==> config.mk <==
export PLATFORM = sky130hd
export DESIGN_NAME = fmap_loader
export DESIGN_NICKNAME = d
export VERILOG_FILES = /design/src/rtl/fmap_loader_pkg.sv /design/src/rtl/fmap_loader_bank_sel.sv /design/src/rtl/fmap_loader.sv
export SDC_FILE = /design/constraint.sdc
export NUM_CORES = 1
export LEC_CHECK = 0
export CORE_AREA = 2 2 96 144
export CTS_BUF_LIST = sky130_fd_sc_hd__clkbuf_8
export CTS_CLUSTER_DIAMETER = 40
export DETAILED_ROUTE_END_ITERATION = 7
export DIE_AREA = 0 0 98 146
export PLACE_DENSITY = 0.78
export RECOVER_POWER = 25
export SKIP_LAST_GASP = 1
export SLEW_MARGIN = 15
export SYNTH_ARGS = -nofsm -noshare
export SYNTH_HDL_FRONTEND = slang
export SYNTH_SLANG_ARGS = --single-unit
==> constraint.sdc <==
create_clock -name clk -period 2.82 [get_ports clk]
set_input_delay 0.564 -clock clk [delete_from_list [all_inputs] [get_ports clk]]
set_output_delay 0.564 -clock clk [all_outputs]
set_load 0.03 [all_outputs]
==> src/rtl/fmap_loader_pkg.sv <==
// fmap_loader_pkg: shared types and helpers for the feature-map loader.
//   state_t : loader FSM states (IDLE, LOAD, DONE)
//   bank_w  : width of a bank index for a given bank count (minimum 1)
package fmap_loader_pkg;

  typedef enum logic [1:0] {IDLE, LOAD, DONE} state_t;

  function automatic int unsigned bank_w(input int unsigned n);
    return (n < 2) ? 1 : $clog2(n);
  endfunction

endpackage

==> src/rtl/fmap_loader_bank_sel.sv <==
// bank_sel_counter: round-robin bank index with a per-bank address offset.
// The offset advances each time the bank index wraps back to bank 0.
//   clk, rst : clock, synchronous active-high reset
//   clear    : return bank index and offset to 0
//   advance  : step to the next bank
//   bank     : current bank index
//   offset   : current per-bank address offset (wraps modulo 2**address)
//   wrap     : advance while on the last bank
module bank_sel_counter
  import fmap_loader_pkg::*;
#(
  parameter int unsigned ram_num = 3,
  parameter int unsigned address = 12
) (
  input  logic                          clk,
  input  logic                          rst,
  input  logic                          clear,
  input  logic                          advance,
  output logic [bank_w(ram_num)-1:0]    bank,
  output logic [address-1:0]            offset,
  output logic                          wrap
);

  localparam int unsigned BW = bank_w(ram_num);
  localparam logic [BW-1:0] LAST_BANK = BW'(ram_num - 1);

  assign wrap = advance && (bank == LAST_BANK);

  always_ff @(posedge clk) begin
    if (rst || clear) begin
      bank   <= '0;
      offset <= '0;
    end else if (advance) begin
      if (wrap) begin
        bank   <= '0;
        offset <= offset + address'(1);
      end else begin
        bank   <= bank + BW'(1);
      end
    end
  end

endmodule

==> src/rtl/fmap_loader.sv <==
// fmap_loader: streaming loader driving port A of a multi-bank feature-map RAM.
// Word k of a tile goes to bank k mod ram_num at base_addr + k div ram_num.
// Optional feature macro: LOADER_CHECKSUM_EN (adds checksum port and adder).
//   clk, rst        : clock, synchronous active-high reset
//   start           : load command, honoured only in IDLE
//   base_addr       : first per-bank address, latched on start
//   length          : words to load, latched on start
//   in_data/in_valid/in_ready : input word stream
//   wea, ena        : per-bank port-A strobes (one-hot during a write)
//   addra, dina     : per-bank port-A address/data, bank b at slice b
//   busy            : cycle after accepted start through the DONE cycle
//   done            : one-cycle end-of-load pulse, with the final strobe
//   checksum        : modulo-2**width sum of the tile (LOADER_CHECKSUM_EN)
module fmap_loader
  import fmap_loader_pkg::*;
#(
  parameter int unsigned ram_num = 3,
  parameter int unsigned width   = 16,
  parameter int unsigned address = 12,
  parameter int unsigned cnt_w   = 16
) (
  input  logic                       clk,
  input  logic                       rst,
  input  logic                       start,
  input  logic [address-1:0]         base_addr,
  input  logic [cnt_w-1:0]           length,
  input  logic [width-1:0]           in_data,
  input  logic                       in_valid,
  output logic                       in_ready,
  output logic [ram_num-1:0]         wea,
  output logic [ram_num-1:0]         ena,
  output logic [ram_num*address-1:0] addra,
  output logic [ram_num*width-1:0]   dina,
  output logic                       busy,
  output logic                       done
`ifdef LOADER_CHECKSUM_EN
  ,
  output logic [width-1:0]           checksum
`endif
);

  localparam int unsigned BW = bank_w(ram_num);

  state_t               state, state_nx;
  logic [address-1:0]   base_r;
  logic [cnt_w-1:0]     len_r;
  logic [cnt_w-1:0]     cnt;
  logic [BW-1:0]        bank;
  logic [address-1:0]   offset;
  logic                 wrap;
  logic                 unused_wrap;
  logic [ram_num-1:0]   strobe;
  logic                 accept;
  logic                 hs;
  logic                 last;

  // in_ready is a registered copy of (state == LOAD), so the handshake
  // can be decoded from state directly.
  assign accept = (state == IDLE) && start;
  assign hs     = (state == LOAD) && in_valid;
  assign last   = hs && (cnt == len_r - cnt_w'(1));

  assign unused_wrap = wrap;
  assign wea = strobe;
  assign ena = strobe;

  bank_sel_counter #(
    .ram_num (ram_num),
    .address (address)
  ) u_bank_sel (
    .clk     (clk),
    .rst     (rst),
    .clear   (accept),
    .advance (hs),
    .bank    (bank),
    .offset  (offset),
    .wrap    (wrap)
  );

  always_comb begin
    state_nx = state;
    case (state)
      IDLE: if (start) state_nx = (length == '0) ? DONE : LOAD;
      LOAD: if (last)  state_nx = DONE;
      DONE:            state_nx = IDLE;
      default:         state_nx = IDLE;
    endcase
  end

  // Status outputs are registered from the next state so they line up
  // with the state they describe.
  always_ff @(posedge clk) begin
    if (rst) begin
      state    <= IDLE;
      in_ready <= 1'b0;
      busy     <= 1'b0;
      done     <= 1'b0;
      base_r   <= '0;
      len_r    <= '0;
      cnt      <= '0;
    end else begin
      state    <= state_nx;
      in_ready <= (state_nx == LOAD);
      busy     <= (state_nx != IDLE);
      done     <= (state_nx == DONE);
      if (accept) begin
        base_r <= base_addr;
        len_r  <= length;
        cnt    <= '0;
      end else if (hs) begin
        cnt    <= cnt + cnt_w'(1);
      end
    end
  end

  always_ff @(posedge clk) begin
    if (rst) begin
      strobe <= '0;
      addra  <= '0;
      dina   <= '0;
    end else begin
      for (int unsigned b = 0; b < ram_num; b++) begin
        strobe[b] <= hs && (bank == BW'(b));
        if (hs && (bank == BW'(b))) begin
          addra[b*address +: address] <= base_r + offset;
          dina[b*width +: width]      <= in_data;
        end
      end
    end
  end

`ifdef LOADER_CHECKSUM_EN
  always_ff @(posedge clk) begin
    if (rst || accept) checksum <= '0;
    else if (hs)       checksum <= checksum + in_data;
  end
`endif

endmodule
==> results.cfg, run 1 <==
[run_status]
status = finished, final reports clean

[worst_setup_path]
cp-start-kind = flop
r2r_end = in_ready$_SDFF_PP0_
r2r_setup_slack_ns = 0.18
cp.required_ns = 3.13
critPathMaxFanout = 4
cp-end-kind = flop
arrival_ns = 2.94
worstSetupPathType = reg2reg
worstReg2RegStart = len_r[0]$_SDFFE_PP0P_
reg2regPathDepth = 9

[synthesis]
synth_most_common_cell = nand2_1
avgSynthCellArea_sq_um = 8.08
synthXorXnorAreaFrac = 0.0697
synth_top_family_by_area = simple AND/OR/NAND/NOR gates
yosys_warnings = 0
synth_fa_ha_area_frac = 0.0304
synthCells = 794
ys_ff_latch = 150
synthMuxAreaShare = 0.00546
yosysTopAreaCellShare = 0.468
synth_nets = 857
synth_edf_count = 0
synth.top_cells.by_count = nand2_1, dfxtp_1, a21oi_1
synth-seq-area-share = 0.468
ys.flop_type = dfxtp_1
yosys-top-cells-area = dfxtp_1, nand2_1, a21oi_1
synthesis.area_sq_mm = 0.00641
synthSimpleGateAreaFrac = 0.248
synth_compound_area_frac = 0.139
yosys.cell_types.count = 56
synth_area_leader_cell = dfxtp_1
ys_async_sr_fraction = 0

[grt]
globalRoute.totalOverflow = 0
grt_usage = 0.236
grt_max_degree = 70
grt_pass1_vias = 5529
antenna_found_initial = 0
grt_pass1_wl_microns = 27300

[run]
maxCapViolCount = 0

[sta]
tns_ns = 0
post-route-period-util = 0.935
fin_ws_ns = 0.182
max_freq_mhz = 379
setup_viol = 0
drv_slew = 0
worstMarginPinSlew_ns = 1.22
period_needed_ns = 2.64
rsz0062_at_grt = false
skew_ns = 0.0147
slew_headroom = 0.184
hold_violations = 0

[floorplan]
die_area_sq_mm = 0.0143
fp-row-count = 51
initial_utilization = 0.495
die_y_microns = 146
ios = 141
die_w_microns = 98
core-area_sq_mm = 0.0130

[clock_tree]
cts.path.max_buffers = 2
post_cts_resized = 0
cts_tree = done
htree_levels = 4
cts_buffers = 17
clock_latency_ns = 0.45
cts_setup_buffers = 0
cts.clk_slew.worst_paths_ns = 0.10
root_buffer = clkbuf_8
clock-sinks = 150
hold_buffers = 0

[final_layout]
regArea_sq_mm = 0.00300
drive_gt1_frac = 0.0602
nFillCells = 1127
antenna_cells = 0
area_growth_pct = 29.1
multiInputGateArea_sq_mm = 0.00316
finalNetCount = 980

[min_path]
holdPathStages = 2
hold_path_end = dina[24]$_SDFFE_PP0P_
hold_start = dina[24]$_SDFFE_PP0P_
hold_path.class = reg2reg

[route]
vias_per_cell = 5.24
wl_per_cell_microns = 15.3
routed_wl_microns = 16600
final_antenna_net_count = 0
drc = 0
first_iter_violations = 228
vias = 5708
firstDrtPassIters = 5

[pwr]
p_leak_nw = 2.92
p_per_area_mw_per_mm2 = 514
vdd_drop_max_mv = 0.425

[placed_design]
post-dp-hpwl_microns = 11700
preCtsSetupSlack_ns = 0.0512
gp_congestion = 0.880
port_buffers = 140
registers in the layout, indices dropped and copies added (netlist names):
register,cells
addra,36
base_r,12
busy,1
cnt,16
dina,48
done,1
ena,3
in_ready,1
len_r,16
state,2
u_bank_sel.bank,2
u_bank_sel.offset,12
per-stage QoR:
stage               power [W]  area (sq um)  cells  hold WS, ns  utilization
floorplan             0.00255          6410    794        0.440            -
global placement      0.00274          7940   1057        0.440        0.613
detailed placement    0.00275          7940   1057        0.446        0.613
CTS                   0.00430          8310   1089        0.458        0.641
global route          0.00443          8280   1089        0.480        0.639
finish                0.00426          8280   1089        0.458        0.639
layout by cell type (no fill, tap or decap), drive strengths merged, types with 2 or more instances in the layout:
cell,Yosys,layout
nand2,220,220
dfxtp,150,150
clkdlybuf4s50,0,137
a21oi,118,118
nor2,59,59
xor2,28,28
xnor2,23,23
clkbuf,41,23
inv,9,19
ha,14,14
a211oi,13,13
nand4,11,11
nand3,10,10
nor3,10,10
buf,9,9
o21ai,8,8
or3,7,7
nand2b,7,7
nor4,7,7
nor2b,5,5
nand3b,5,5
o31ai,5,5
clkinv,1,5
or4,4,4
nor3b,3,3
and2,3,3
o21a,2,2
a31oi,2,2
mux2i,2,2
and3,2,2
o21ba,2,2
dlygate4sd3,0,2
layout make-up:
class,count,share of cell area
Sequential cell,150,0.363
Inverter,10,0.00453
Timing Repair Buffer,154,0.182
Multi-Input combinational cell,584,0.382
Clock inverter,15,0.0162
Clock buffer,17,0.0283
Tap cell,159,0.0240
worst max path at each step:
stage | startpoint | end | slack [ns] | cells after the start
floorplan | len_r[0]$_SDFFE_PP0P_ | in_ready$_SDFF_PP0_ | 0.38 | 9
global placement | in_valid | state[0]$_SDFF_PP0_ | 0.08 | 7
detailed placement | in_valid | in_ready$_SDFF_PP0_ | 0.05 | 7
CTS | len_r[0]$_SDFFE_PP0P_ | in_ready$_SDFF_PP0_ | 0.18 | 9
global route | len_r[0]$_SDFFE_PP0P_ | in_ready$_SDFF_PP0_ | 0.05 | 9
finish | len_r[0]$_SDFFE_PP0P_ | in_ready$_SDFF_PP0_ | 0.18 | 9
cell families after synthesis:
family | after synthesis
adders and majority gates | 15
buffers and inverters | 60
xor gates and xnor gates | 51
AOI/OAI and AO/OA | 159
and+or+nand+nor | 356
muxes | 3
DFF | 150
report_power, final:
group | internal [W] | total (W) | switching, W
sequential | 0.00216 | 0.00221 | 0.0000422
combinational | 0.000215 | 0.000493 | 0.000279
clock | 0.000647 | 0.00156 | 0.000912
worst max-delay path: stages, from the launching register on:
cell and delay (ns):
dfxtp_1 0.35, inv_1 0.07, ha_1 0.23, nor3b_1 0.20, nand4_1 0.14, xnor2_1 0.16, or4_1 0.53, or4_4 0.44
o311ai_2 0.27, a21oi_1 0.11
routing by layer:
layer / routed length, microns / part of all wire / vias up / global-route usage
met5: 0 / 0 / - / 0
met4: 419 / 0.025 / 0 / 0.0938
met3: 1040 / 0.062 / 31 / 0.0687
met2: 8410 / 0.51 / 148 / 0.405
met1: 6770 / 0.41 / 2637 / 0.276
li1: - / - / 2892 / -
Power figures use the tool's default switching activity.
==> run 2: changes to the inputs <==
--- a/config.mk
+++ b/config.mk
@@ -10,6 +10,7 @@
 export CTS_CLUSTER_DIAMETER = 40
 export DETAILED_ROUTE_END_ITERATION = 7
 export DIE_AREA = 0 0 98 146
+export GPL_ROUTABILITY_DRIVEN = 0
 export PLACE_DENSITY = 0.78
 export RECOVER_POWER = 25
 export SKIP_LAST_GASP = 1
==> results of run 2 <==
Final layout, timing and power as in run 1 (identical DEF).
==> run 3: changes to the inputs <==
--- a/config.mk
+++ b/config.mk
@@ -5,16 +5,17 @@
 export SDC_FILE = /design/constraint.sdc
 export NUM_CORES = 1
 export LEC_CHECK = 0
-export CORE_AREA = 2 2 96 144
+export CORE_AREA = 2 2 97 145
 export CTS_BUF_LIST = sky130_fd_sc_hd__clkbuf_8
 export CTS_CLUSTER_DIAMETER = 40
 export DETAILED_ROUTE_END_ITERATION = 7
-export DIE_AREA = 0 0 98 146
+export DIE_AREA = 0 0 99 147
 export GPL_ROUTABILITY_DRIVEN = 0
-export PLACE_DENSITY = 0.78
+export PLACE_DENSITY = 0.77
 export RECOVER_POWER = 25
 export SKIP_LAST_GASP = 1
 export SLEW_MARGIN = 15
 export SYNTH_ARGS = -nofsm -noshare
 export SYNTH_HDL_FRONTEND = slang
+export SYNTH_HIERARCHICAL = 1
 export SYNTH_SLANG_ARGS = --single-unit
==> results.cfg, run 3 <==
[clock_tree]
root_buffer = clkbuf_8
post_cts_resized = 0
cts_buffers = 17
cts.clk_slew.worst_paths_ns = 0.09
htree_levels = 4
cts_tree = done
cts.path.max_buffers = 2
hold_buffers = 0
cts_setup_buffers = 0
clock-sinks = 150
clock_latency_ns = 0.45

[grt]
grt_max_degree = 96
grt_usage = 0.217
antenna_found_initial = 0
globalRoute.totalOverflow = 0
grt_pass1_wl_microns = 25800
grt_pass1_vias = 5501

[floorplan]
fp-row-count = 52
die_y_microns = 147
initial_utilization = 0.488
core-area_sq_mm = 0.0133
die_area_sq_mm = 0.0146
die_w_microns = 99
ios = 141

[worst_setup_path]
arrival_ns = 2.90
worstReg2RegStart = len_r[0]$_SDFFE_PP0P_
cp-start-kind = input pin
critPathMaxFanout = 26
cp-end-kind = flop
worstSetupPathType = in2reg
r2r_end = state[1]$_SDFF_PP0_
r2r_setup_slack_ns = 0.45
reg2regPathDepth = 9
cp.required_ns = 3.16

[route]
vias = 5763
first_iter_violations = 201
firstDrtPassIters = 4
routed_wl_microns = 15800
wl_per_cell_microns = 14.4
drc = 0
final_antenna_net_count = 0
vias_per_cell = 5.24

[sta]
skew_ns = 0.0148
rsz0062_at_grt = false
max_freq_mhz = 392
setup_viol = 0
drv_slew = 0
tns_ns = 0
period_needed_ns = 2.55
slew_headroom = 0.0572
worstMarginPinSlew_ns = 1.41
post-route-period-util = 0.905
hold_violations = 0

[final_layout]
area_growth_pct = 29.1
drive_gt1_frac = 0.0661
top_regs = dina (48), addra (36)
layout_commonest_cell = nand2_1
final_cells = 1100
final_cell_mix = nand2_1, dfxtp_1, clkdlybuf4s50_1, a21oi_1, nor2_1
nFillCells = 1155
largest_reg_flops = 48
antenna_cells = 0
finalNetCount = 988
largest-register = dina

[synthesis]
avgSynthCellArea_sq_um = 8.18
synth_nets = 858
yosys_warnings = 6
synthCells = 795
synthesis.area_sq_mm = 0.00650

[pwr]
p_leak_nw = 2.99
p_per_area_mw_per_mm2 = 516
vdd_drop_max_mv = 0.302
finalPower_w = 0.00434

[min_path]
holdPathStages = 2
hold_path_end = addra[3]$_SDFFE_PP0P_
hold_start = addra[3]$_SDFFE_PP0P_
hold_path.class = reg2reg

[placed_design]
post-dp-hpwl_microns = 11500
dp.cells = 1068
port_buffers = 140

[run]
maxCapViolCount = 0

[run_status]
status = finished, final reports clean
-- run 3: changes by cell type in the layout (fill, tap and decap cells not counted), sizes merged, moves of 5 or more --
cell	delta
a21oi	+5
o21a	+5
a211oi	-5
nand2	+10
nor2	-15
xor2	-6
-- run 3: area by class of cell --
type,count,area [sq um],share of cell area
clock buffers,17,234,0.0279
clock inverters,15,156,0.0186
inverters,11,41.3,0.00492
multi-input cells,589,3260,0.388
flip-flops and latches,150,3000,0.357
well taps,162,203,0.0241
repair buffers,156,1510,0.179
-- run 3: worst max path at each step --
stage	from	to	slack [ns]
after floorplan	len_r[0]$_SDFFE_PP0P_	in_ready$_SDFF_PP0_	0.76
final	in_valid	addra[10]$_SDFFE_PP0P_	0.27
after global placement	in_valid	cnt[14]$_SDFFE_PP0P_	0.32
after global routing	in_valid	addra[10]$_SDFFE_PP0P_	0.13
after CTS	u_bank_sel/offset[0]$_SDFFE_PP0P_	addra[10]$_SDFFE_PP0P_	0.46
after detailed placement	in_valid	cnt[12]$_SDFFE_PP0P_	0.26
-- run 3: stage by stage --
stage | area (sq um) | utilization | setup WS, ns | hold slack (ns)
4_1_cts | 8430 | 0.632 | 0.460 | 0.458
2_1_floorplan | 6500 | - | 0.760 | 0.440
3_5_place_dp | 8040 | 0.603 | 0.263 | 0.445
5_1_grt | 8400 | 0.630 | 0.135 | 0.473
3_3_place_gp | 8040 | 0.603 | 0.317 | 0.441
6_report | 8400 | 0.630 | 0.269 | 0.456
-- run 3: per-layer routing --
layer,track usage,vias up,wire length [microns],share of wire
met2,0.382,153,8110,0.51
met3,0.0528,25,761,0.048
met1,0.250,2648,6450,0.41
met4,0.0884,0,478,0.030
met5,0,-,0,0
li1,-,2937,-,-
-- run 3: worst max-delay path, stage by stage --
cell and delay, ns:
dlygate4sd3_1 0.53, nand3b_1 0.22, or3_1 0.15, clkbuf_1 1.03
nor2_1 0.16, a21o_1 0.24
-- run 3: power breakdown --
group | switching [W] | total, W | internal (W)
sequential | 0.0000444 | 0.00221 | 0.00216
combinational | 0.000277 | 0.000491 | 0.000214
clock | 0.000904 | 0.00164 | 0.000738
